[src/rtl/spi_rom_read_seq.sv]
// spi_rom_read_seq
// Runs a complete read transaction on the external SPI flash ROM. A request
// carries a start address and a byte count. The sequencer sends the read
// command (0x03 single, 0x6B quad-output) and the 24-bit address MSB-first on
// io0. In quad mode it releases io0 for the dummy byte and the data. Each
// received byte is returned with a one-cycle strobe.
//
// Ports:
//   clk, reset            pixel clock, synchronous active-high reset
//   start, quad, addr,    request strobe and its parameters, latched when the
//   len                   request is accepted (len = 0 means 2^LEN_W bytes)
//   abort                 cuts the running transaction short
//   busy                  transaction in progress
//   data, data_valid      received byte and its one-cycle strobe
//   done                  one-cycle pulse on return to idle
//   spi_cs_n, spi_sclk    flash chip select (active low), SPI clock (clk/2, mode 0)
//   spi_out0, spi_oe0     io0 output value and output enable (1 = drive)
//   spi_in                {io3, io2, io1, io0} from the pads
module spi_rom_read_seq #(
    parameter int LEN_W = 10
) (
    input  logic             clk,
    input  logic             reset,
    input  logic             start,
    input  logic             quad,
    input  logic [23:0]      addr,
    input  logic [LEN_W-1:0] len,
    input  logic             abort,
    output logic             busy,
    output logic [7:0]       data,
    output logic             data_valid,
    output logic             done,
    output logic             spi_cs_n,
    output logic             spi_sclk,
    output logic             spi_out0,
    output logic             spi_oe0,
    input  logic [3:0]       spi_in
);

    typedef enum logic [2:0] {
        ST_IDLE,
        ST_CMD,
        ST_ADDR,
        ST_DUMMY,
        ST_DATA,
        ST_END
    } state_t;

    state_t           state;
    state_t           state_next;
    logic             phase;
    logic [4:0]       bit_cnt;
    logic [31:0]      shift_out;
    logic [7:0]       shift_in;
    logic [LEN_W-1:0] byte_cnt;
    logic             quad_r;
    logic             active;
    logic             active_next;
    logic             pulse_end;
    logic             byte_last;
    logic [7:0]       next_byte;

    // The flash sees a clock only while one of the four bus states is active.
    // pulse_end marks the clk edge that ends a high phase: the edge where
    // SCLK falls, io0 advances and the pads are sampled.
    assign active      = (state == ST_CMD) || (state == ST_ADDR) ||
                         (state == ST_DUMMY) || (state == ST_DATA);
    assign active_next = (state_next == ST_CMD) || (state_next == ST_ADDR) ||
                         (state_next == ST_DUMMY) || (state_next == ST_DATA);
    assign pulse_end   = active && phase;

    // In DATA, bit_cnt counts SCLK pulses within the current byte.
    // A single-mode byte takes 8 pulses. A quad-mode byte takes 2 nibbles.
    assign byte_last = quad_r ? (bit_cnt == 5'd1) : (bit_cnt == 5'd7);
    assign next_byte = quad_r ? {shift_in[3:0], spi_in} : {shift_in[6:0], spi_in[1]};

    // State register.
    always_ff @(posedge clk) begin
        if (reset) begin
            state <= ST_IDLE;
        end else begin
            state <= state_next;
        end
    end

    // Next-state logic. Abort wins over every bus-state transition. END always
    // runs its two cycles so /CS stays high long enough before the next request.
    always_comb begin
        state_next = state;
        case (state)
            ST_IDLE:  if (start) state_next = ST_CMD;
            ST_CMD: begin
                if (abort)                           state_next = ST_END;
                else if (pulse_end && bit_cnt == 5'd7) state_next = ST_ADDR;
            end
            ST_ADDR: begin
                if (abort)                            state_next = ST_END;
                else if (pulse_end && bit_cnt == 5'd23) state_next = quad_r ? ST_DUMMY : ST_DATA;
            end
            ST_DUMMY: begin
                if (abort)                           state_next = ST_END;
                else if (pulse_end && bit_cnt == 5'd7) state_next = ST_DATA;
            end
            ST_DATA: begin
                if (abort)                                                  state_next = ST_END;
                else if (pulse_end && byte_last && byte_cnt == LEN_W'(1)) state_next = ST_END;
            end
            ST_END:   if (bit_cnt == 5'd1) state_next = ST_IDLE;
            default:  state_next = ST_IDLE;
        endcase
    end

    // Output decode. io0 carries the command/address shifter only in CMD and
    // ADDR. A quad read releases the pin from the dummy byte onward. END and
    // IDLE drive it again.
    always_comb begin
        busy     = (state != ST_IDLE);
        spi_cs_n = !active;
        spi_sclk = active && phase;
        spi_out0 = 1'b0;
        spi_oe0  = 1'b1;
        if (state == ST_CMD || state == ST_ADDR) begin
            spi_out0 = shift_out[31];
        end
        if (quad_r && (state == ST_DUMMY || state == ST_DATA)) begin
            spi_oe0 = 1'b0;
        end
    end

    // Datapath: SCLK phase, pulse counter, the outgoing command/address
    // shifter, the incoming byte assembler and the byte down-counter.
    // An abort on a sampling edge discards the partial byte, so no strobe
    // escapes after the abort.
    always_ff @(posedge clk) begin
        if (reset) begin
            phase      <= 1'b0;
            bit_cnt    <= 5'd0;
            shift_out  <= 32'd0;
            shift_in   <= 8'd0;
            byte_cnt   <= '0;
            quad_r     <= 1'b0;
            data       <= 8'd0;
            data_valid <= 1'b0;
            done       <= 1'b0;
        end else begin
            data_valid <= 1'b0;
            done       <= (state == ST_END) && (state_next == ST_IDLE);
            phase      <= (active && active_next) ? ~phase : 1'b0;

            if (state_next != state) begin
                bit_cnt <= 5'd0;
            end else if (state == ST_END) begin
                bit_cnt <= bit_cnt + 5'd1;
            end else if (pulse_end) begin
                bit_cnt <= (state == ST_DATA && byte_last) ? 5'd0 : bit_cnt + 5'd1;
            end

            if (state == ST_IDLE && start) begin
                quad_r    <= quad;
                byte_cnt  <= len;
                shift_out <= {(quad ? 8'h6B : 8'h03), addr};
            end else if (pulse_end && (state == ST_CMD || state == ST_ADDR)) begin
                shift_out <= {shift_out[30:0], 1'b0};
            end

            if (pulse_end && state == ST_DATA && !abort) begin
                shift_in <= next_byte;
                if (byte_last) begin
                    data       <= next_byte;
                    data_valid <= 1'b1;
                    byte_cnt   <= byte_cnt - LEN_W'(1);
                end
            end
        end
    end

endmodule
[config.mk]
export PLATFORM = sky130hd
export DESIGN_NAME = spi_rom_read_seq
export DESIGN_NICKNAME = d
export VERILOG_FILES = /design/src/rtl/spi_rom_read_seq.sv
export SDC_FILE = /design/constraint.sdc
export NUM_CORES = 1
export LEC_CHECK = 0
export ABC_CLOCK_PERIOD_IN_PS = 2200
export BUFFER_PORTS_ARGS = -buffer_cell sky130_fd_sc_hd__buf_2
export CAP_MARGIN = 30
export CORE_MARGIN = 3
export CORE_UTILIZATION = 45
export DETAILED_ROUTE_END_ITERATION = 10
export GPL_TIMING_DRIVEN = 0
export PLACE_DENSITY = 0.68
export SYNTH_ARGS = -nofsm -noshare
export SYNTH_HDL_FRONTEND = slang
export SYNTH_SLANG_ARGS = --single-unit
[constraint.sdc]
create_clock -name clk -period 2.2 [get_ports clk]
set_input_delay 0.33 -clock clk [delete_from_list [all_inputs] [get_ports clk]]
set_output_delay 0.33 -clock clk [all_outputs]
set_load 0.01 [all_outputs]
==> out/results.tsv <==
metric	value	unit
power.density	758	nW/um2
grt-ovfl-total	0	
r2r_slack	0.06	ns
area_delta_synth_final	23.6	%
worstPathMaxFanout	5	
path_class	register to register	
fp.dieArea	8430	um2
clk_pin_slew_worst_paths	0.08	ns
rsz0062_at_grt	true	
fmax	0.466	GHz
synth_top_area_frac	0.417	
syn_avg_cell_area	8.22	um2
reg2reg_depth	7	
clock_sinks	69	
startpoint	bit_cnt[0]$_SDFFE_PP0P_	
io_buffers	55	
ys_seq_area_frac	0.417	
firstDrtPassIters	5	
layout_commonest_cell	dfxtp_1	
htreeDepth	3	
p_leak	0.00151	uW
crit_path_end_kind	register	
crit-reg2reg-launch	bit_cnt[0]$_SDFFE_PP0P_	
worst_slew_pin_slew	0.579	ns
placed_cells	554	
synth_area_leaders	dfxtp_1, nor2_1, nand2_1	
row_count	30	
max_stage_delay	0.58	ns
cts-root-buf	clkbuf_8	
ir_drop	0.000517	V
num_antenna_cells	0	
syn_area	3310	um2
grt_pass1_vias	3047	
status	finished clean	
cts_buffers	9	
fillCellCount	681	
relSlewSlack	0.614	
synth_edf_count	0	
p_clk_frac	0.303	
slowest_stage	or4_4	
total_power	3110	uW
routed_wirelength	9110	um
fin_crit	2.14	ns
synth_cells	403	
crit_path_start_kind	register	
layout.cells.non_filler	580	
finalCritPeriodShare	0.975	
io_pins	58	
placed_area	3710	um2
place_hpwl	6340	um
hold_viol	0	
synth_ff_type	dfxtp_1	
dr_total_vias	3306	
vias_per_cell	5.70	
setup_tns	0	ns
synthArstFlopShare	0	
avgRoutedWirePerCell	15.7	um
grt_util_all_layers	0.219	
switchingPower	1050	uW
yosys_warnings	0	
hold_path_class	input port to register	
timing.hold.ws	0.225	ns
cp_cell_sequence	ha_4 > nand4b_1 > nor2_2 > a2111oi_4 > o221ai_2 > or4_4 > a211oi_2	
yosys.area.top_type	dfxtp_1	
r2r_end	bit_cnt[3]$_SDFFE_PP0P_	
final_cell_area	4100	um2
grt_max_degree	14	
seq_power_share	0.465	
pwr-share-comb	0.233	
ys_ff_latch	69	
cts_tree	done	
mostFrequentLayoutCells	dfxtp_1, buf_2, nor2_1, nand2_1, a21oi_1	
die_height	91.8	um
drt_iter0_markers	193	
synth_cell_types	56	
grt_pass1_wl	14900	um
antenna_left	0	
p_sw_frac	0.339	
cp.arrival	2.42	ns
gp_congestion	0.857	
core-area	6980	um2
synth_nets	450	
hold_depth	3	
setup_violations	0	
drcViolationCount	0	
start_util	0.474	
design.final.nets	526	
finalClockSkew	0.0133	ns
p_int	2050	uW
die_w	91.8	um
drv_slew	0	
clk_latency	0.36	ns
antenna_found_initial	0	
required	2.47	ns
layout-drive-gt1-share	0.267	
crit_end	bit_cnt[3]$_SDFFE_PP0P_	
clockBufferDepth	2	
cap_violations	0	
==> critical path, delay by kind of cell (launching register included) <==
family	cells	cell delay, ns
flip-flops	1	0.37
AO/OA/AOI/OAI	3	0.63
adder cells (fa/ha/maj)	1	0.17
AND/OR/NAND/NOR	3	0.89
==> sequential cells by signal, indices dropped and copies added, names as in the netlist <==
signal,cells
shift_out,32
byte_cnt,10
data,8
shift_in,7
bit_cnt,5
state,3
data_valid,1
done,1
phase,1
quad_r,1
==> Yosys cell counts, drive strengths merged (2+ instances only) <==
cell type	instances
dfxtp	69
nor2	52
nand2	48
a21oi	30
clkbuf	24
a211oi	23
nor3	23
a22oi	13
mux2i	11
o22ai	10
a31oi	9
nand3	8
buf	7
inv	6
o21ai	6
nand2b	5
nor2b	5
nor4	5
ha	4
a2111oi	3
and2	3
nand3b	3
nand4	3
or4	3
a222oi	2
o211ai	2
o21bai	2
or2	2
or3	2
xnor2	2
==> per-layer routing <==
metal  vias to the layer above  GRT usage  part of all wire
li1                       1627          -                 -
met1                      1552      0.298              0.46
met2                       116      0.341              0.46
met3                        11     0.0517             0.067
met4                         0     0.0755             0.013
met5                         -          0                 0
==> area by class of cell <==
cell class                 count  area (um2)  area share
clock inverter                 7        50.0      0.0122
inverter                       6        25.0     0.00611
timing repair buffer          68         373      0.0910
tap                           96         120      0.0293
multi-input combinational    297        1870       0.456
clock buffer                   9         124      0.0302
buffer                        28         135      0.0330
sequential                    69        1400       0.342
==> timing repair <==
item | CTS | global route
hold buffers | 0 | 0
gates resized for setup | 6 | 43
pin swaps | 1 | 8
buffers inserted | 4 | 9
hold endpoints to repair | 0 | 0
gates cloned | 0 | 0
endpoints found under the setup margin | 20 | 37
==> cell families after synthesis <==
family | share of synthesized area
AOI/OAI and AO/OA | 0.235
xor gates and xnor gates | 0.00793
adders and majority gates | 0.0151
buffers and inverters | 0.0461
DFF | 0.417
muxes | 0.0366
and+or+nand+nor | 0.243
==> how the worst min path moves through the flow <==
stage                                     from                          to
finish                                    quad         quad_r$_SDFFE_PP0P_
CTS                                       quad         quad_r$_SDFFE_PP0P_
global route                            len[7]      byte_cnt[7]$_SDFF_PP0_
floorplan           shift_out[27]$_SDFFE_PP0P_  shift_out[28]$_SDFFE_PP0P_
global placement    shift_out[25]$_SDFFE_PP0P_  shift_out[26]$_SDFFE_PP0P_
detailed placement  shift_out[25]$_SDFFE_PP0P_  shift_out[26]$_SDFFE_PP0P_
==> power by group through the flow <==
stage	Clock, uW	Sequential, uW	Combinational [uW]
final	941	1440	722
after global routing	1020	1460	806
after CTS	961	1430	659
after detailed placement	0	1460	651
after global placement	0	1450	642
after floorplan	0	1440	478
==> stage by stage <==
stage | setup WS (ns) | util
floorplan | 0.146 | -
global placement | -0.106 | 0.531
detailed placement | -0.107 | 0.531
CTS | -0.00866 | 0.563
global route | -0.0419 | 0.587
finish | 0.0551 | 0.587
No activity file was read; power rests on OpenSTA's default activity.
